$ cat src/rtl/ram_if_pkg.sv
// Shared types and constants for the PIO RAM nibble-stream serializers.
package ram_if_pkg;

    typedef enum logic [2:0] {
        IDLE,
        CMD,
        ADDR,
        DATA,
        WAIT_DATA
    } state_t;

    localparam logic [3:0]  CMD_WRITE        = 4'h1;
    localparam logic [3:0]  CMD_READ         = 4'h2;

    localparam int unsigned WORD_BITS        = 16;
    localparam int unsigned NIBBLE_BITS      = 4;
    localparam int unsigned NIBBLES_PER_WORD = WORD_BITS / NIBBLE_BITS;
    localparam int unsigned CNT_BITS         = $clog2(NIBBLES_PER_WORD);

endpackage

$ cat src/rtl/ram_write_serializer_nibble_shifter.sv
// 16-bit load/shift register with a nibble counter; the low nibble is always
// the next one to present, and last_nibble marks the final nibble of a word.
module nibble_shifter
    import ram_if_pkg::*;
(
    input  logic                   clk,
    input  logic                   rst_n,
    input  logic                   load,
    input  logic [WORD_BITS-1:0]   load_word,
    input  logic                   shift,
    input  logic                   cnt_clr,
    output logic [NIBBLE_BITS-1:0] nibble,
    output logic                   last_nibble
);

    logic [WORD_BITS-1:0] sreg;
    logic [CNT_BITS-1:0]  cnt;

    // Load takes priority; a shift moves the next nibble down and counts it.
    always_ff @(posedge clk or negedge rst_n) begin
        if (!rst_n) begin
            sreg <= '0;
            cnt  <= '0;
        end else if (load) begin
            sreg <= load_word;
            cnt  <= '0;
        end else if (shift) begin
            sreg <= sreg >> NIBBLE_BITS;
            cnt  <= cnt_clr ? '0 : cnt + 1'b1;
        end
    end

    assign nibble      = sreg[NIBBLE_BITS-1:0];
    assign last_nibble = (cnt == CNT_BITS'(NIBBLES_PER_WORD - 1));

endmodule

$ cat src/rtl/ram_write_serializer.sv
// Turns alternating address/data write words into a command + 4 address
// nibbles + 4 data nibbles stream with ready/valid flow control on the pins.
module ram_write_serializer
    import ram_if_pkg::*;
#(
    parameter logic [3:0]  CMD_WRITE = 4'h1,
    parameter int unsigned TX_BITS   = 4
) (
    input  logic        clk,
    input  logic        rst_n,
    input  logic        write_en,
    input  logic        write_mode_data,
    input  logic [15:0] w_addr,
    input  logic [15:0] w_data,
    output logic        write_accepted,
    output logic [3:0]  tx_data,
    output logic        tx_valid,
    input  logic        tx_ready,
    output logic        proto_err
);

    if (TX_BITS != 4 || (16 % TX_BITS) != 0) begin : g_bad_tx_bits
        $error("ram_write_serializer: TX_BITS must be 4");
    end

    state_t      state_q;
    state_t      state_d;
    logic [3:0]  tx_data_d;
    logic        tx_valid_d;
    logic        proto_err_d;
    logic        xfer;

    logic        sh_load;
    logic [15:0] sh_word;
    logic        sh_shift;
    logic        sh_cnt_clr;
    logic [3:0]  sh_nibble;
    logic        sh_last;

    assign xfer = tx_valid && tx_ready;

    nibble_shifter u_shifter (
        .clk         (clk),
        .rst_n       (rst_n),
        .load        (sh_load),
        .load_word   (sh_word),
        .shift       (sh_shift),
        .cnt_clr     (sh_cnt_clr),
        .nibble      (sh_nibble),
        .last_nibble (sh_last)
    );

    // Next-state, output-register next values, handshake and shifter control.
    always_comb begin
        state_d        = state_q;
        tx_data_d      = tx_data;
        tx_valid_d     = tx_valid;
        proto_err_d    = proto_err;
        write_accepted = 1'b0;
        sh_load        = 1'b0;
        sh_word        = w_addr;
        sh_shift       = 1'b0;
        sh_cnt_clr     = 1'b0;

        unique case (state_q)
            IDLE: begin
                tx_valid_d = 1'b0;
                if (write_en && !write_mode_data) begin
                    write_accepted = 1'b1;
                    sh_load        = 1'b1;
                    sh_word        = w_addr;
                    tx_data_d      = CMD_WRITE;
                    tx_valid_d     = 1'b1;
                    state_d        = CMD;
                end else if (write_en && write_mode_data) begin
                    proto_err_d = 1'b1;
                end
            end
            CMD: begin
                if (xfer) begin
                    tx_data_d  = sh_nibble;
                    sh_shift   = 1'b1;
                    sh_cnt_clr = 1'b1;
                    state_d    = ADDR;
                end
            end
            ADDR, DATA: begin
                if (xfer) begin
                    if (sh_last) begin
                        tx_valid_d = 1'b0;
                        state_d    = (state_q == ADDR) ? WAIT_DATA : IDLE;
                    end else begin
                        tx_data_d = sh_nibble;
                        sh_shift  = 1'b1;
                    end
                end
            end
            WAIT_DATA: begin
                tx_valid_d = 1'b0;
                // The first data nibble goes straight to tx_data, so the
                // shifter is loaded with the remaining three nibbles.
                if (write_en && write_mode_data) begin
                    write_accepted = 1'b1;
                    sh_load        = 1'b1;
                    sh_word        = w_data >> TX_BITS;
                    tx_data_d      = w_data[TX_BITS-1:0];
                    tx_valid_d     = 1'b1;
                    state_d        = DATA;
                end
            end
            default: begin
                tx_valid_d = 1'b0;
                state_d    = IDLE;
            end
        endcase
    end

    // State and pin-side output registers.
    always_ff @(posedge clk or negedge rst_n) begin
        if (!rst_n) begin
            state_q   <= IDLE;
            tx_data   <= '0;
            tx_valid  <= 1'b0;
            proto_err <= 1'b0;
        end else begin
            state_q   <= state_d;
            tx_data   <= tx_data_d;
            tx_valid  <= tx_valid_d;
            proto_err <= proto_err_d;
        end
    end

endmodule

$ cat config.mk
export PLATFORM = sky130hd
export DESIGN_NAME = ram_write_serializer
export DESIGN_NICKNAME = d
export VERILOG_FILES = /design/src/rtl/ram_if_pkg.sv /design/src/rtl/ram_write_serializer_nibble_shifter.sv /design/src/rtl/ram_write_serializer.sv
export SDC_FILE = /design/constraint.sdc
export NUM_CORES = 1
export LEC_CHECK = 0
export CORE_MARGIN = 10
export CORE_UTILIZATION = 40
export DETAILED_ROUTE_END_ITERATION = 12
export PLACE_DENSITY = 0.81
export SKIP_CTS_REPAIR_TIMING = 1
export SLEW_MARGIN = 20
export SYNTH_ARGS = -nofsm -noshare
export SYNTH_HDL_FRONTEND = slang
export SYNTH_SLANG_ARGS = --single-unit
$ cat constraint.sdc
create_clock -name clk -period 2.28 [get_ports clk]
set_input_delay 0.342 -clock clk [delete_from_list [all_inputs] [get_ports clk]]
set_output_delay 0.342 -clock clk [all_outputs]
set_load 0.01 [all_outputs]
==> results of run 1 <==
[path summary, 6_finish.rpt]
| check | start | end | slack (ps) | cells past startpoint |
|---|---|---|---|---|
| setup / recovery | write_en | tx_data[1] | 280 | 7 |
| hold / removal | rst_n | tx_data[1] | 430 | 2 |
| setup reg to reg | state_q[0] | tx_data[1] | 320 | 6 |
| hold reg to reg | proto_err | proto_err | 480 | 1 |
| max in group asynchronous | rst_n | state_q[0] | 1570 | 2 |
| min in group clk | proto_err | proto_err | 480 | 1 |
[power breakdown]
part	internal, mW	switching [mW]	leakage, nW
Clock	0.123	0.154	0.0255
Combinational	0.644	0.528	0.505
Sequential	0.700	0.125	0.337
[routing by layer]
metal / up-vias / routed length [um] / GRT usage
li1: 637 / - / -
met3: 4 / 287 / 0.03532
met1: 632 / 1701 / 0.1535
met5: - / 0 / 0
met2: 39 / 1902 / 0.2110
met4: 0 / 41 / 0.03806
[synthesized netlist by cell type, types with 2 or more instances]
cell type  number  area share
a21o_1          2       0.010
a21oi_1         5       0.017
a22o_1          4       0.024
a31oi_1         2      0.0085
buf_2           2      0.0068
buf_6           3       0.023
clkbuf_1        4       0.010
dfrtp_1        27        0.46
inv_1          14       0.036
mux2_2          4       0.031
mux2i_1        13       0.088
nand2_1         2      0.0051
nand3_1         3       0.010
nor2_1          7       0.018
nor3_1          2      0.0068
o21ai_0        10       0.034
o221ai_1       12       0.071
o31ai_1         5       0.025
or3_1           4       0.017
[worst max-delay path, delay by kind of cell]
kind            cells  cell delay, ps
compound gates      2             340
simple gates        1             380
mux                 1             330
buf+inv             3             780
[cell families (layout without fill, tap and decap cells)]
family / after synthesis / count (layout) / synth area share
AND/OR/NAND/NOR: 26 / 26 / 0.1026
adder cells (fa/ha/maj): 1 / 1 / 0.008473
XOR/XNOR: 1 / 1 / 0.005933
multiplexers: 17 / 17 / 0.1186
flip-flops: 27 / 27 / 0.4576
buffers and inverters: 24 / 76 / 0.07796
AO/OA/AOI/OAI: 46 / 46 / 0.2288
[through the flow]
step / power, mW / utilization / instances / instance area, um^2
3_5_place_dp: 2.009 / 0.5663 / 238 / 2042
5_1_grt: 2.459 / 0.5802 / 242 / 2092
3_3_place_gp: 1.954 / 0.5663 / 238 / 2042
4_1_cts: 2.286 / 0.5791 / 242 / 2088
2_1_floorplan: 1.558 / - / 142 / 1476
6_report: 2.275 / 0.5802 / 242 / 2092
[sequential cells by signal, indices dropped and copies added, names as in the netlist]
| name | flops |
|---|---|
| proto_err | 1 |
| state_q | 3 |
| tx_data | 4 |
| tx_valid | 1 |
| u_shifter.cnt | 2 |
| u_shifter.sreg | 16 |
[area by class of cell]
cell class                      count  share of cell area
Clock buffer                        3             0.01974
Clock inverter                      1            0.002392
Inverter                           14             0.02512
Multi-Input combinational cell     91              0.3278
Sequential cell                    27              0.3236
Tap cell                           48             0.02871
Timing Repair Buffer               58              0.2727
==> flow_summary.json, run 1 <==
{
  "clk_latency_ps": 280,
  "p_leak_nw": 0.8674,
  "grt_pass1_vias": 1441,
  "area_delta_synth_final_pct": 41.70,
  "n_fill_cell": 314,
  "fmax_mhz": 500.2,
  "synth_enable_flop_cells": 0,
  "dr_total_vias": 1312,
  "seq_area_frac_synth": 0.4576,
  "path_clk_slew_ps": 90,
  "post_drt_wl_per_cell_um": 16.25,
  "timing.final.crit_period_ps": 1999,
  "synthesis.instances": 142,
  "slew_headroom": 0.7650,
  "postRouteAntennaNets": 0,
  "clockBufferDepth": 2,
  "hold_class": "in2async",
  "vdd_drop_max_v": 0.0005538,
  "hold_viol_final": 0,
  "drv_cap": 0,
  "fin_crit_sh": 0.8769,
  "drive_above_1_share": 0.1443,
  "cpPeakStageDelay_ps": 470,
  "crit_required_ps": 2450,
  "layout_commonest_cell": "clkdlybuf4s50_1",
  "vias_per_cell": 5.421,
  "synthesis.nets": 180,
  "cts_buffers": 3,
  "firstDrtPassIters": 4,
  "grt_pass1_wl_mm": 6.686,
  "synth.distinct_cells": 36,
  "clock-sinks": 27,
  "critical_path_class": "in2reg",
  "dpl.hpwl_mm": 3.030,
  "fin_ws_ps": 280.6,
  "start_kind": "primary input",
  "preCtsSetupSlack_ps": -13.73,
  "boundaryPins": 44,
  "arrival_ps": 2170,
  "root_buffer": "clkbuf_8",
  "fin_nets": 233,
  "io_buffers": 43,
  "grt_max_degree": 28,
  "multi_input_area_um2": 685.7,
  "path_cells": "clkdlybuf4s50_1 -> or3b_4 -> buf_4 -> o22ai_2 -> a21o_1 -> buf_12 -> mux2_2",
  "async_reset_ff_frac": 1.000,
  "grt_use_total": 0.1259,
  "finClkSkew_ps": 2.665,
  "cp_max_fo": 7,
  "synth_flop_cell": "dfrtp_1",
  "netlist_area_um2": 1476,
  "antenna_found_initial": 0,
  "dieArea_um2": 6521,
  "syn_avg_cell_area_um2": 10.40,
  "final_cell_mix": "clkdlybuf4s50_1, dfrtp_1, inv_1, mux2i_1, buf_4",
  "drt_iter0_drc": 94,
  "hold_ws_ps": 432.6,
  "h-tree-depth": 1,
  "worst_pin_slew_ps": 352.5,
  "status": "complete, no violations",
  "end_kind": "flop",
  "die_h_um": 80.76,
  "yosysWarnings": 0,
  "gp_congestion": 0.7983,
  "routed_wl_mm": 3.933,
  "pwr_density_cell_nw_per_um2": 1087,
  "drc": 0,
  "die_x_um": 80.76,
  "grt_overflow_total": 0,
  "rsz0062_at_grt": "false",
  "start_util": 0.4094,
  "seq_area_um2": 676.9,
  "antenna_cells": 0,
  "fp-row-count": 22,
  "drv_slew": 0,
  "coreArea_um2": 3606,
  "ys_ff_latch": 27,
  "cts_tree": "done",
  "fin_tns_setup_ps": 0,
  "finalSetupViolCount": 0,
  "critPathSlowestCell": "clkdlybuf4s50_1"
}
No activity file was read; power rests on OpenSTA's default activity.
==> inputs of run 2 (changes only) <==
--- a/config.mk
+++ b/config.mk
@@ -7,10 +7,11 @@
 export LEC_CHECK = 0
 export CORE_MARGIN = 10
 export CORE_UTILIZATION = 40
+export CTS_CLUSTER_DIAMETER = 150
 export DETAILED_ROUTE_END_ITERATION = 12
 export PLACE_DENSITY = 0.81
 export SKIP_CTS_REPAIR_TIMING = 1
-export SLEW_MARGIN = 20
+export SLEW_MARGIN = 30
 export SYNTH_ARGS = -nofsm -noshare
 export SYNTH_HDL_FRONTEND = slang
 export SYNTH_SLANG_ARGS = --single-unit
==> results of run 2 <==
No change in the layout: final DEF, timing and power equal those of run 1.
